$ cat src/rtl/f1_pkg.sv
// Shared types and constants for the F1 start-light lab blocks.
package f1_pkg;

  typedef enum logic [1:0] {
    IDLE,
    SEQ,
    DELAY,
    TIMING
  } ctrl_state_t;

  localparam int unsigned      LFSR_W     = 7;
  localparam logic [LFSR_W-1:0] LFSR_SEED = 7'h01;
  // Taps for x^7 + x^6 + 1: feedback is q[6] ^ q[5].
  localparam logic [LFSR_W-1:0] LFSR_TAPS = 7'h60;

  localparam int unsigned TICK_N_DEF = 24;

  // One Fibonacci step: shift left, feed the tap parity into bit 0.
  function automatic logic [LFSR_W-1:0] lfsr_step(input logic [LFSR_W-1:0] q);
    return {q[LFSR_W-2:0], ^(q & LFSR_TAPS)};
  endfunction

endpackage

$ cat src/rtl/lfsr7.sv
// 7-bit maximal-length Fibonacci LFSR; never reaches the all-zero state.
module lfsr7
  import f1_pkg::*;
(
  input  logic              clk,
  input  logic              rst,
  input  logic              en,
  output logic [LFSR_W-1:0] q
);

  // Shift register, reloaded with the seed on reset.
  always_ff @(posedge clk or negedge rst) begin
    if (!rst) begin
      q <= LFSR_SEED;
    end else if (en) begin
      q <= lfsr_step(q);
    end
  end

endmodule

$ cat src/rtl/f1_start_ctrl.sv
// Start-light sequencing controller: paces the light FSM, inserts a random
// hold before lights-out and measures the driver's reaction time.
module f1_start_ctrl
  import f1_pkg::*;
#(
  parameter int unsigned TICK_N = TICK_N_DEF,
  parameter int unsigned CNT_W  = 16
) (
  input  logic             clk,
  input  logic             rst,
  input  logic             trigger_in,
  input  logic             react_btn,
  input  logic             cmd_seq,
  input  logic             cmd_delay,
  output logic             en,
  output logic             trigger_out,
  output logic             lights_rst,
  output logic             busy,
  output logic [CNT_W-1:0] react_time,
  output logic             time_valid,
  output logic             false_start
);

  localparam int unsigned       TICK_W    = $clog2(TICK_N);
  localparam logic [TICK_W-1:0] TICK_LAST = TICK_W'(TICK_N - 1);

  ctrl_state_t       state;
  ctrl_state_t       state_nxt;

  logic              trig_q;
  logic              btn_q;
  logic              trig_edge;
  logic              btn_edge;

  logic [TICK_W-1:0] tick;
  logic              wrap;
  logic [LFSR_W-1:0] lfsr_q;
  logic [LFSR_W-1:0] delay_cnt;
  logic              last_unit;
  logic [CNT_W-1:0]  react_cnt;

  logic              en_d;
  logic              trigger_out_d;
  logic              lights_rst_d;
  logic              time_valid_d;
  logic              false_start_d;
  logic              busy_d;

  // cmd_seq carries no decision here; it stays on the port for the light FSM handshake.
  logic              unused_cmd_seq;
  assign unused_cmd_seq = cmd_seq;

  lfsr7 u_lfsr (
    .clk (clk),
    .rst (rst),
    .en  (1'b1),
    .q   (lfsr_q)
  );

  assign trig_edge = trigger_in & ~trig_q;
  assign btn_edge  = react_btn & ~btn_q;
  assign wrap      = (tick == TICK_LAST);
  assign last_unit = (delay_cnt == LFSR_W'(1));

  // One-cycle history of the raw inputs for rising-edge detection.
  always_ff @(posedge clk or negedge rst) begin
    if (!rst) begin
      trig_q <= 1'b0;
      btn_q  <= 1'b0;
    end else begin
      trig_q <= trigger_in;
      btn_q  <= react_btn;
    end
  end

  // State register.
  always_ff @(posedge clk or negedge rst) begin
    if (!rst) begin
      state <= IDLE;
    end else begin
      state <= state_nxt;
    end
  end

  // Next-state decision; a button edge outranks every other event.
  always_comb begin
    state_nxt = state;
    unique case (state)
      IDLE: begin
        if (trig_edge) state_nxt = SEQ;
      end
      SEQ: begin
        if (btn_edge)       state_nxt = IDLE;
        else if (cmd_delay) state_nxt = DELAY;
      end
      DELAY: begin
        if (btn_edge)                state_nxt = IDLE;
        else if (wrap && last_unit)  state_nxt = TIMING;
      end
      TIMING: begin
        if (btn_edge) state_nxt = IDLE;
      end
      default: state_nxt = IDLE;
    endcase
  end

  // Next values of the registered outputs.
  always_comb begin
    en_d          = 1'b0;
    trigger_out_d = 1'b0;
    lights_rst_d  = 1'b0;
    time_valid_d  = 1'b0;
    false_start_d = 1'b0;
    unique case (state)
      IDLE: begin
        en_d          = trig_edge;
        trigger_out_d = trig_edge;
      end
      SEQ: begin
        false_start_d = btn_edge;
        lights_rst_d  = btn_edge;
        en_d          = ~btn_edge & ~cmd_delay & wrap;
      end
      DELAY: begin
        false_start_d = btn_edge;
        lights_rst_d  = btn_edge;
        en_d          = ~btn_edge & wrap & last_unit;
      end
      TIMING: begin
        time_valid_d = btn_edge;
      end
      default: ;
    endcase
    busy_d = (state_nxt != IDLE);
  end

  // Tick, delay and reaction counters.
  always_ff @(posedge clk or negedge rst) begin
    if (!rst) begin
      tick      <= '0;
      delay_cnt <= '0;
      react_cnt <= '0;
    end else begin
      if ((state == SEQ && !cmd_delay) || state == DELAY) begin
        tick <= wrap ? '0 : tick + TICK_W'(1);
      end else begin
        tick <= '0;
      end

      if (state == SEQ && cmd_delay && !btn_edge) begin
        delay_cnt <= lfsr_q;
      end else if (state == DELAY && wrap) begin
        delay_cnt <= delay_cnt - LFSR_W'(1);
      end

      // Held at zero outside TIMING so the first TIMING cycle reads 0.
      if (state == TIMING) begin
        if (react_cnt != '1) react_cnt <= react_cnt + CNT_W'(1);
      end else begin
        react_cnt <= '0;
      end
    end
  end

  // Output registers.
  always_ff @(posedge clk or negedge rst) begin
    if (!rst) begin
      en          <= 1'b0;
      trigger_out <= 1'b0;
      lights_rst  <= 1'b0;
      busy        <= 1'b0;
      time_valid  <= 1'b0;
      false_start <= 1'b0;
      react_time  <= '0;
    end else begin
      en          <= en_d;
      trigger_out <= trigger_out_d;
      lights_rst  <= lights_rst_d;
      busy        <= busy_d;
      time_valid  <= time_valid_d;
      false_start <= false_start_d;
      if (time_valid_d) react_time <= react_cnt;
    end
  end

endmodule

$ cat config.mk
export PLATFORM = sky130hd
export DESIGN_NAME = f1_start_ctrl
export DESIGN_NICKNAME = d
export VERILOG_FILES = /design/src/rtl/f1_pkg.sv /design/src/rtl/lfsr7.sv /design/src/rtl/f1_start_ctrl.sv
export SDC_FILE = /design/constraint.sdc
export NUM_CORES = 1
export LEC_CHECK = 0
export ABC_CLOCK_PERIOD_IN_PS = 3800
export BUFFER_PORTS_ARGS = -buffer_cell sky130_fd_sc_hd__buf_2
export CAP_MARGIN = 10
export CORE_ASPECT_RATIO = 1.75
export CORE_MARGIN = 3
export CORE_UTILIZATION = 50
export CTS_CLUSTER_SIZE = 14
export DETAILED_ROUTE_END_ITERATION = 8
export PLACE_DENSITY = 0.74
export SYNTH_ARGS = -nofsm -noshare
export SYNTH_HDL_FRONTEND = slang
export SYNTH_SLANG_ARGS = --single-unit
$ cat constraint.sdc
create_clock -name clk -period 3.8 [get_ports clk]
set_input_delay 0.38 -clock clk [delete_from_list [all_inputs] [get_ports clk]]
set_output_delay 0.38 -clock clk [all_outputs]
set_load 0.05 [all_outputs]
==> Word level (Yosys, flattened, before mapping) <==
Index checks and enable logic that the tools add are counted.
{ "totals": {"regBits": 60, "input_bits": 6, "output_inout_bits": 22, "wordCells": 63} }
{ "op_classes": {"n_addsub": 3, "eq_ne": 7, "mux": 17, "n_bitwise": 10, "n_reduce_logical": 13} }
{ "op_table": {"columns": ["cell", "n"], "rows": [
  ["$mux W16", 2],
  ["$add A16 B1 Y16 const B", 1],
  ["$ne A16 B16 Y1 const B", 1],
  ["$mux W7", 2],
  ["$mux W2", 6],
  ["$mux W5", 2],
  ["$pmux W2 S4", 1],
  ["$eq A7 B1 Y1 const B", 1],
  ["$reduce_xor A7 Y1", 1],
  ["$sub A7 B1 Y7 const B", 1],
  ["$and A1 B1 Y1", 6],
  ["$add A5 B1 Y5 const B", 1],
  ["$eq A5 B5 Y1 const B", 1],
  ["$logic_and A1 B1 Y1", 5],
  ["$eq A2 B2 Y1 const B", 2],
  ["$not A1 Y1", 4],
  ["$reduce_bool A2 Y1", 2],
  ["$mux W1", 3],
  ["$pmux W1 S3", 1],
  ["$eq A2 B1 Y1 const B", 1],
  ["$logic_not A1 Y1", 2],
  ["$logic_not A2 Y1", 1],
  ["$ne A2 B1 Y1 const B", 1],
  ["$reduce_or A2 Y1", 1],
  ["$logic_or A1 B1 Y1", 1]
]} }

==> Depth between registers and ports, before layout <==
{ "depth": {"depth_word": 6, "depth_mapped": 7} }

==> Modules after synthesis <==
A second synthesis with hierarchy kept.
{ "hier_totals": {"cells_unflattened": 251, "hier_area_um2": 2849.0} }
{ "modules_own_cells": {"columns": ["mod", "instances", "cells_each", "area_per_inst_um2", "seq_area_each_um2"], "rows": [
  ["f1_start_ctrl", 1, 234, 2553.7, 1326.3],
  ["lfsr7", 1, 17, 295.3, 176.4]
]} }

==> Least setup slack after synthesis <==
OpenSTA, ideal clock, no wires.
{ "synth_path": {"kind": "register to register", "start": "reg state[0]", "end": "reg busy", "arrival_ps": 1566, "required_time_ps": 3671, "path_slack_ps": 2105, "path_stages_with_launch": 8, "path_buffers": 1, "period_less_slack_ps": 1695, "cell_sequence": "dfrtp_1 inv_1 ha_1 clkbuf_1 or3_1 a21oi_1 a2bb2oi_1 o21ai_0"} }
{ "synth_via": {"elab_chain_cells": 4, "word_cells_on_any_way": 12} }
{ "synth_rtl": {"columns": ["element", "line", "text"], "rows": [
  ["start, declared", "f1_start_ctrl.sv:27", "ctrl_state_t state;"],
  ["start signal, assigned", "f1_start_ctrl.sv:81", "state <= state_nxt;"],
  ["$mux W2 (on tied branches)", "f1_start_ctrl.sv:98, f1_start_ctrl.sv:94", null],
  ["$mux W2 (on tied branches)", "f1_start_ctrl.sv:97, f1_start_ctrl.sv:93", null],
  ["$pmux W2 S4 (*)", "f1_start_ctrl.sv:88", "unique case (state)"],
  ["$reduce_bool A2 Y1 (*)", "f1_start_ctrl.sv:134", "busy_d = (state_nxt != IDLE);"],
  ["named net busy_d", "f1_start_ctrl.sv:47", "logic busy_d;"],
  ["end signal, assigned", "f1_start_ctrl.sv:179", "busy <= busy_d;"],
  ["end, declared", "f1_start_ctrl.sv:18", "output logic busy,"]
]} }
The timed path passes the listed nets; every way through them passes the cells marked *.
A chain may end at the register's enable or synchronous reset.

==> Final worst setup path <==
{ "layout_path": {"start": "reg react_cnt[0]", "end": "reg react_cnt[1]"} }
{ "layout_via": {"elab_chain_cells": 3, "word_cells_on_any_way": 5} }
{ "layout_rtl": {"columns": ["element", "line", "text"], "rows": [
  ["start, declared", "f1_start_ctrl.sv:40", "logic [CNT_W-1:0] react_cnt;"],
  ["start signal, assigned", "f1_start_ctrl.sv:158", "if (react_cnt != '1) react_cnt <= react_cnt + CNT_W'(1);"],
  ["$add A16 B1 Y16", "f1_start_ctrl.sv:158", null],
  ["$mux W16", "f1_start_ctrl.sv:158", null],
  ["$mux W16", "f1_start_ctrl.sv:157", "if (state == TIMING) begin"]
]} }
Several ways; a longest one is shown, not always the timed one. The select of a mux whose other input is x is not followed.

==> impl_metrics.yaml <==
placed_design:
  portBuffers: 26
  dp_hpwl_um: 3650
  place_area_mm2: 0.00294
  place_congestion: 0.819
clock_network:
  cts_tree: "built"
  cts-root-buf: "clkbuf_8"
  cts_setup_buffers: 0
  cts_buffers: 9
  clkSinkCount: 60
  clk_latency_ps: 340
  ctsResizeCount: 0
  clkTransAtPathRegs_ps: 70
  holdBufCountCts: 0
  h-tree-depth: 3
  clock_path_buffers: 2
sta:
  period_needed_ps: 1960
  hold_violations: 0
  setup_viol: 0
  tightest_slew_ps: 791
  timing.hold.ws_ps: 115
  fin_crit_sh: 0.517
  tns_ps: 0
  relSlewSlack: 0.473
  rsz0062_at_grt: "no"
  fmax_mhz: 509
  slew_viol_final: 0
  fin_skew_ps: 10.4
global_route:
  antenna_found_initial: 0
  grt_pass1_wl_um: 9140
  grt_overflow: 0
  grtUsageTotal: 0.179
  grt_max_degree: 37
  grt_pass1_vias: 1983
finish:
  area_growth_pct: 13.9
  final_cell_area_mm2: 0.00314
  multiInputGateArea_mm2: 0.00116
  n_antenna_cell: 0
  layout-drive-gt1-share: 0.231
  n_fill_cell: 459
  most-common-layout-cells: "dfrtp_1, buf_2, nand2_1"
  seq_area_mm2: 0.00150
  finish.net_count: 287
  layout_commonest_cell: "dfrtp_1"
pwr:
  ir_worst_vdd_mv: 0.393
  total_leakage_power_nw: 1.50
  totalPowerFinal_w: 0.00154
  p_per_area_mw_per_mm2: 489
floorplan:
  die_h_um: 104
  ioPinCount: 28
  rows: 35
  dieArea_mm2: 0.00647
  core_mm2: 0.00530
  die-width_um: 62.1
  start_util: 0.520
critical_path:
  cp_slowest_stage_delay_ps: 510
  cp-endpoint: "react_cnt[1]"
  critical_path.startpoint_type: "flop"
  cpMaxStageDelayCell: "nor4_4"
  reg2reg_depth: 5
  critPathKind: "reg2reg"
  r2r-end: "react_cnt[1]"
  crit_family: "simple AND/OR/NAND/NOR gates"
  critPathArrivalTime_ps: 2170
  path_buf_inv: 0
  startpoint: "react_cnt[0]"
  cp_max_fo: 9
  end_kind: "flop"
  r2r_start: "react_cnt[0]"
  cp.required_ps: 4010
  ff2ff_setup_slack_ps: 1840
  worstPathCellList: "ha_1, nand4_1, nor4_4, mux2i_1, nor2_1"
  cp.depth: 5
run_status:
  status: "finished clean"
route:
  drc: 0
  wire_per_inst_um: 14.8
  ant_nets: 0
  routed_wl_um: 5190
  vias: 1937
  viasPerCell: 5.52
  first_pass_iters: 4
  first_iter_violations: 82
logic_synthesis:
  synth_top_area_cell: "dfrtp_1"
  synth_flop_cell: "dfrtp_1"
  yosysSeqAreaShare: 0.545
  syn_area_mm2: 0.00276
  synthTopCellsByArea: "dfrtp_1, mux2_2, ha_1"
  yosysWarnings: 0
  ys_ff_latch: 60
  synth-async-reset-ratio: 1.00
  synth-edff-count: 0
  synth_top_area_frac: 0.536
  yosys.cell_types.count: 48
  avgSynthCellArea_um2: 11.3
  syn_nets: 259
  syn_inst: 244
flow_run:
  cap_violations: 0
min_path:
  min_path_type: "in2async"
[cell usage after synthesis (2+ instances only)]
cell	n
inv_1	11
and4_1	2
nor2b_1	3
nand3_1	9
nor3_1	4
mux2i_1	4
nor2_1	14
xor2_1	12
o41ai_1	4
o21ai_0	18
a21oi_1	8
and2_1	2
xnor2_1	2
buf_2	5
nand2_1	19
and4b_1	2
nor4_1	4
mux2_2	14
clkbuf_1	3
dfrtp_1	59
o211ai_1	2
ha_1	9
and3_1	2
nand4_1	8
[cells by family (layout without fill, tap and decap cells)]
group	count (synthesis)	count (layout)	synth area share
muxes	18	18	0.0718
DFF	60	60	0.545
adders and majority gates	9	9	0.0409
xor gates and xnor gates	14	14	0.0445
AOI/OAI and AO/OA	42	42	0.0958
and+or+nand+nor	80	80	0.169
buffers and inverters	21	54	0.0327
[report_power, final]
part	total [W]	switching (W)	internal, W
clock	0.000575	0.000256	0.000319
combinational	0.000265	0.000182	0.0000830
sequential	0.000697	0.0000248	0.000672
total	0.00154	0.000462	0.00107
[through the flow]
step / setup WS, ps / utilization / instances
4_1_cts: 1770 / 0.592 / 351
6_report: 1840 / 0.592 / 351
3_3_place_gp: 1860 / 0.554 / 335
3_5_place_dp: 1830 / 0.554 / 335
2_1_floorplan: 2110 / - / 244
5_1_grt: 1610 / 0.592 / 351
[per-layer routing]
| layer | vias up | track usage | part of all wire |
|---|---|---|---|
| met2 | 34 | 0.319 | 0.56 |
| met4 | 0 | 0.104 | 0.030 |
| li1 | 937 | - | - |
| met5 | - | 0 | 0 |
| met1 | 954 | 0.193 | 0.38 |
| met3 | 12 | 0.0378 | 0.029 |
[state kept, by name, summed over array words and instances (netlist names)]
signal	cells
react_cnt	16
react_time	16
delay_cnt	7
u_lfsr.q	7
tick	5
state	2
btn_q	1
busy	1
en	1
false_start	1
time_valid	1
trig_q	1
trigger_out	1
[cell type report]
cell class / instances / share of cell area
inverter: 11 / 0.0132
tap: 74 / 0.0295
sequential: 60 / 0.479
timing repair buffer: 27 / 0.0439
clock buffer: 10 / 0.0439
multi-input combinational: 163 / 0.370
clock inverter: 6 / 0.0203
[worst min-delay path by stage]
stage,startpoint,end,slack [ps],cells past startpoint
finish,rst,react_time[7],120,1
global route,trigger_in,trig_q,160,1
CTS,rst,react_cnt[7],140,1
detailed placement,u_lfsr.q[2],u_lfsr.q[3],360,0
global placement,u_lfsr.q[4],u_lfsr.q[5],370,0
floorplan,rst,btn_q,80,0
No activity file was read; power rests on OpenSTA's default activity.
